`src/rtl/multi_mode_timer_pkg.sv`:
```
// Shared types for the multi-mode timer: FSM state encoding and mode constants.
package timer_pkg;

    typedef enum logic [1:0] {
        IDLE   = 2'd0,
        RUN    = 2'd1,
        PAUSED = 2'd2
    } state_t;

    localparam logic ONE_SHOT = 1'b0;
    localparam logic PERIODIC = 1'b1;

endpackage

```
`src/rtl/multi_mode_timer_if.sv`:
```
// Control/status bundle of the multi-mode timer; master drives control, slave is the timer.
interface multi_mode_timer_if #(
    parameter int WIDTH      = 16,
    parameter int PRESCALE_W = 8
);
    logic [WIDTH-1:0]      load_value;
    logic [PRESCALE_W-1:0] prescale;
    logic                  mode;
    logic                  start;
    logic                  stop;
    logic                  pause;
    logic [WIDTH-1:0]      o_count;
    logic                  o_busy;
    logic                  o_time_over;

    modport master (
        output load_value, prescale, mode, start, stop, pause,
        input  o_count, o_busy, o_time_over
    );

    modport slave (
        input  load_value, prescale, mode, start, stop, pause,
        output o_count, o_busy, o_time_over
    );
endinterface

```
`src/rtl/multi_mode_timer_prescaler.sv`:
```
// Clock divider: one tick every prescale+1 enabled clocks, restartable via clear.
module timer_prescaler #(
    parameter int PRESCALE_W = 8
) (
    input  logic                  CLK,
    input  logic                  RST_n,
    input  logic                  enable,
    input  logic                  clear,
    input  logic [PRESCALE_W-1:0] prescale,
    output logic                  tick
);
    logic [PRESCALE_W-1:0] cnt;

    // >= so a prescale lowered below the running count wraps at once instead of
    // running the full counter range before the next tick.
    assign tick = enable && !clear && (cnt >= prescale);

    always_ff @(posedge CLK or negedge RST_n) begin
        if (!RST_n)      cnt <= '0;
        else if (clear)  cnt <= '0;
        else if (tick)   cnt <= '0;
        else if (enable) cnt <= cnt + 1'b1;
    end
endmodule

```
`src/rtl/multi_mode_timer.sv`:
```
// Multi-mode down-counting timer: one-shot or periodic, prescaled ticks, pause and abort.
module multi_mode_timer
    import timer_pkg::*;
#(
    parameter int WIDTH      = 16,
    parameter int PRESCALE_W = 8
) (
    input  logic                 CLK,
    input  logic                 RST_n,
    multi_mode_timer_if.slave    bus
);
    state_t           state;
    logic [WIDTH-1:0] count;
    logic             mode_q;
    logic             busy;
    logic             time_over;
    logic             start_ok;
    logic             active;
    logic             tick;

    assign start_ok = bus.start && (bus.load_value != '0);
    // PAUSED with pause low also counts, so a pause costs exactly its high cycles.
    assign active   = (state != IDLE) && !bus.pause;

    timer_prescaler #(.PRESCALE_W(PRESCALE_W)) u_prescaler (
        .CLK      (CLK),
        .RST_n    (RST_n),
        .enable   (active),
        .clear    (bus.stop || start_ok),
        .prescale (bus.prescale),
        .tick     (tick)
    );

    always_ff @(posedge CLK or negedge RST_n) begin
        if (!RST_n) begin
            state     <= IDLE;
            count     <= '0;
            mode_q    <= ONE_SHOT;
            busy      <= 1'b0;
            time_over <= 1'b0;
        end else begin
            time_over <= 1'b0;
            if (bus.stop) begin
                state <= IDLE;
                count <= '0;
                busy  <= 1'b0;
            end else if (start_ok) begin
                count  <= bus.load_value;
                mode_q <= bus.mode;
                busy   <= 1'b1;
                state  <= (state == PAUSED && bus.pause) ? PAUSED : RUN;
            end else if (state != IDLE) begin
                if (bus.pause) begin
                    state <= PAUSED;
                end else begin
                    state <= RUN;
                    if (tick) begin
                        if (count > WIDTH'(1)) begin
                            count <= count - 1'b1;
                        end else begin
                            time_over <= 1'b1;
                            if (mode_q == PERIODIC && bus.load_value != '0) begin
                                count <= bus.load_value;
                            end else begin
                                count <= '0;
                                state <= IDLE;
                                busy  <= 1'b0;
                            end
                        end
                    end
                end
            end
        end
    end

    assign bus.o_count     = count;
    assign bus.o_busy      = busy;
    assign bus.o_time_over = time_over;
endmodule

```
`src/flat_wrapper.sv`:
```
// flat-port wrapper written by rule: the top's interface ports become plain ports
module multi_mode_timer_flat import timer_pkg::*;
#(
    parameter int WIDTH      = 16,
    parameter int PRESCALE_W = 8
)
  (CLK, RST_n, bus_load_value, bus_prescale, bus_mode, bus_start, bus_stop, bus_pause, bus_o_count, bus_o_busy, bus_o_time_over);
  multi_mode_timer_if #(.WIDTH(WIDTH), .PRESCALE_W(PRESCALE_W)) bus_i ();
  input  logic CLK;
  input  logic RST_n;
  input wire logic [$bits(bus_i.load_value)-1:0] bus_load_value;
  input wire logic [$bits(bus_i.prescale)-1:0] bus_prescale;
  input wire logic [$bits(bus_i.mode)-1:0] bus_mode;
  input wire logic [$bits(bus_i.start)-1:0] bus_start;
  input wire logic [$bits(bus_i.stop)-1:0] bus_stop;
  input wire logic [$bits(bus_i.pause)-1:0] bus_pause;
  output wire logic [$bits(bus_i.o_count)-1:0] bus_o_count;
  output wire logic [$bits(bus_i.o_busy)-1:0] bus_o_busy;
  output wire logic [$bits(bus_i.o_time_over)-1:0] bus_o_time_over;
  assign bus_i.load_value = bus_load_value;
  assign bus_i.prescale = bus_prescale;
  assign bus_i.mode = bus_mode;
  assign bus_i.start = bus_start;
  assign bus_i.stop = bus_stop;
  assign bus_i.pause = bus_pause;
  assign bus_o_count = bus_i.o_count;
  assign bus_o_busy = bus_i.o_busy;
  assign bus_o_time_over = bus_i.o_time_over;
  multi_mode_timer #(.WIDTH(WIDTH), .PRESCALE_W(PRESCALE_W)) u_core (.CLK(CLK), .RST_n(RST_n), .bus(bus_i));
endmodule
```
`config.mk`:
```
export PLATFORM = sky130hd
export DESIGN_NAME = multi_mode_timer_flat
export DESIGN_NICKNAME = d
export VERILOG_FILES = /design/src/rtl/multi_mode_timer_pkg.sv /design/src/rtl/multi_mode_timer_if.sv /design/src/rtl/multi_mode_timer_prescaler.sv /design/src/rtl/multi_mode_timer.sv /design/src/flat_wrapper.sv
export SDC_FILE = /design/constraint.sdc
export NUM_CORES = 1
export LEC_CHECK = 0
export CAP_MARGIN = 15
export CORE_MARGIN = 1
export CORE_UTILIZATION = 51
export CTS_CLUSTER_SIZE = 20
export DETAILED_ROUTE_END_ITERATION = 10
export GPL_ROUTABILITY_DRIVEN = 0
export PLACE_DENSITY = 0.83
export RECOVER_POWER = 25
export SYNTH_ARGS = -nofsm -noshare
export SYNTH_HDL_FRONTEND = slang
export SYNTH_SLANG_ARGS = --single-unit
```
`constraint.sdc`:
```
create_clock -name CLK -period 2.9 [get_ports CLK]
set_clock_uncertainty 0.2 [all_clocks]
set_input_delay 0.435 -clock CLK [delete_from_list [all_inputs] [get_ports CLK]]
set_output_delay 0.435 -clock CLK [all_outputs]
set_load 0.1 [all_outputs]
```
==> summary.md <==
| Metric | Value |
|---|---|
| Die Area | 4400 um2 |
| CP endpoint | u_core.bus.o_count[4]$_DFFE_PN0P_ |
| Placed Area | 2740 um2 |
| Final Instance Area | 2820 um2 |
| Chip width | 66.3 um |
| Least-Margin Pin Slew | 1.68 ns |
| Area occupied by multi-input gates | 1260 um2 |
| Seq/Total Area, Yosys | 34.4% |
| Switching power of the nets | 576 uW |
| DRC | 0 |
| FF+latch count, synth | 29 |
| FF-to-FF setup slack | 0.30 ns |
| Synth Cell Area | 2110 um2 |
| Tmin final | 2.65 ns |
| Clock-pin transition on the worst setup and hold timing paths | 0.06 ns |
| # hold bufs at CTS | 0 |
| Reg-to-reg critical path endpoint | u_core.bus.o_count[0]$_DFFE_PN0P_ |
| Post-route clock period utilization | 91.3% |
| WP data required | 2.85 ns |
| Critical setup path kind | input port to register |
| Failing checks | max-capacitance violations, max-slew violations |
| Routed vias/inst | 6.17 |
| CORE AREA | 3970 um2 |
| Reg2reg start | u_core.bus.o_count[0]$_DFFE_PN0P_ |
| Vias in the first global route | 2288 |
| Die height | 66.3 um |
| Pwr/cell area | 485 nW/um2 |
| Internal power | 791 uW |
| Placed Instances | 360 |
| First-pass GRT wire length | 10200 um |
| P_leak | 0.00126 uW |
| Worst vdd ir | 0.000262 V |
| CP Max Fanout | 11 |
| CP Launch Point | bus_prescale[0] |
| Yosys Warn Count | 0 |
| Hold crit path type | register to register |
| Initial Util | 53.1% |
| Post-Place Setup Slack | -0.0751 ns |
| # fillers | 314 |
| CTS Buf Count | 5 |
| R2R depth | 8 |
| Clk Latency, worst-skew pair | 0.29 ns |
| I/O pin cnt | 48 |
| Hold Vio Cnt, Final | 0 |
| Number of flops mapped to enable cells by yosys | 0 |
| Largest net degree at the start of global routing | 30 |
| Outcome | finished, violations left |
| N_diodes | 0 |
| Layout Nets | 358 |
| Clock Root Buffer | clkbuf_8 |
| Tot GR Track Use | 31.2% |
| Clk pwr share | 25.2% |
| Cts repair resizes | 0 |
| CTS tree | done |
| Std-Cell Rows | 23 |
| Slew headroom | -11.9% |
| Post CTS Setup Buffer Count | 0 |
| Post-DP HPWL | 4700 um |
| Port buffer count | 47 |
| Seq pwr share | 34.9% |
| Register area | 726 um2 |
| Crit path capture type | register |
| Initial antenna violation count | 0 |
| Post-synth ARST share | 100% |
| GR Overflow Total | 0 |
| Max Cap Viol | 1 |
| Sink Count | 29 |
| Antenna Violating Nets Remaining | 0 |
| DRT iter0 DRCs | 220 |
| Synth Area per Inst | 8.47 um2 |
| Post-Syn Nets | 290 |
| Switching share of power | 42.1% |
| Maximum buffer depth of the clock tree | 2 |
| Final setup violation count | 0 |
| Comb pwr share | 39.9% |
| Non-Filler Instances | 367 |
| Cells after Synth | 249 |
| Yosys cell types | 55 |
| WL/cell | 16.7 um |
| Via count | 2263 |
| Router iterations before antenna repair | 5 |
| Post-synth top flop | dfrtp_1 |
| Drt total wl | 6140 um |
| Final worst slack | 0.254 ns |
| H-tree depth | 2 |
| Unrepaired setup endpoints after global routing | false |
| Area grow syn2layout | 33.7% |
| Startpoint type of the worst setup path | input port |
| Slew Limit Fails | 30 |
| CP arrival | 2.60 ns |
| Share of cells above drive strength 1 | 18.3% |
| Fmax | 378 MHz |
logic make-up (layout without fill, tap and decap cells):
kind of cell	count (synthesis)	after routing	share of synthesized area, %
flops	29	29	34.4
compound gates	73	73	24.7
buf+inv	28	96	6.05
fa+ha+maj	11	11	6.52
simple gates	102	102	25.9
xor+xnor	6	6	2.49
worst max-delay path, cell delays in order:
cell	delay, ns
clkdlybuf4s50_1	0.41
ha_1	0.29
nand2b_1	0.15
a2111oi_2	0.39
o21ai_0	0.23
a21o_1	0.32
buf_12	0.19
nand3_1	0.07
o311ai_0	0.12
metal layers:
| metal | part of all wire (%) | global-route usage, % | up-vias |
|---|---|---|---|
| met1 | 42 | 36.1 | 1046 |
| met3 | 7.7 | 7.41 | 26 |
| li1 | - | - | 1079 |
| met5 | 0 | 0 | - |
| met4 | 3.3 | 18.6 | 0 |
| met2 | 47 | 51.9 | 112 |
sequential cells by signal (all words and copies together), names as in the netlist:
name	flops
u_core.bus.o_time_over	1
u_core.bus.o_busy	1
u_core.bus.o_count	16
u_core.mode_q	1
u_core.u_prescaler.cnt	8
u_core.state	2
area by class of cell:
cell class                      instances  share of cell area [%]
Inverter                               16                    2.13
Clock buffer                            7                    3.06
Timing Repair Buffer                   73                    22.3
Tap cell                               50                    2.22
Multi-Input combinational cell        192                    44.5
Sequential cell                        29                    25.7
power by group through the flow:
stage	clock, uW	sequential [uW]	combinational [uW]
after floorplan	0	657	195
after detailed placement	0	484	539
after CTS	351	476	541
after global placement	0	483	531
after global routing	363	483	580
final	345	478	545
how the worst min path moves through the flow:
stage | cells past startpoint | startpoint | endpoint
global placement | 1 | u_core.state[0]$_DFFE_PN0P_ | u_core.state[1]$_DFFE_PN0P_
CTS | 1 | u_core.state[0]$_DFFE_PN0P_ | u_core.state[1]$_DFFE_PN0P_
finish | 1 | u_core.state[0]$_DFFE_PN0P_ | u_core.state[1]$_DFFE_PN0P_
global route | 1 | u_core.state[0]$_DFFE_PN0P_ | u_core.state[1]$_DFFE_PN0P_
floorplan | 0 | RST_n | u_core.bus.o_busy$_DFFE_PN0P_
detailed placement | 1 | u_core.state[0]$_DFFE_PN0P_ | u_core.state[1]$_DFFE_PN0P_
per-stage QoR:
step	util, %	hold slack (ns)	TNS (ns)	power, uW
after detailed placement	68.9	0.313	-0.450	1020
after global routing	71.0	0.351	0	1430
after floorplan	-	-0.0606	0	852
after CTS	71.1	0.323	0	1370
final	71.0	0.320	0	1370
after global placement	68.9	0.305	0	1010
synth_stat cells, drive strengths merged, types with 4 or more instances:
library cell,number,area share (%)
inv,16,2.8
buf,7,2.3
o211ai,13,4.6
dfrtp,29,34
nor4,8,3.3
a21o,4,1.4
a21oi,17,4.2
ha,11,6.5
nand4,4,1.2
xor2,5,2.1
clkbuf,5,0.89
nor2,31,6.2
o21ai,8,1.9
nand3,22,5.2
nand2,13,2.3
nor3,6,1.7
nand2b,4,1.2
cell usage in the layout, fill, tap and decap left out, types with 3 or more instances in the layout:
master	netlist	layout
ha_1	11	11
dfrtp_1	29	29
nor3_1	5	5
nor4_1	5	5
nand2_1	13	13
buf_4	3	42
a211oi_1	3	3
nor4_2	3	3
nand3_1	22	22
xor2_1	5	5
clkbuf_8	0	6
inv_1	16	16
clkdlybuf4s50_1	0	28
or2_1	3	3
o21ai_0	6	6
o21a_1	3	3
a21o_1	4	4
o211ai_1	13	13
nor2_1	29	29
nand4_1	4	4
a21oi_1	16	16
nand2b_1	4	4
and3_1	3	3
a31oi_1	3	3
(Power assumes the default switching activity.)
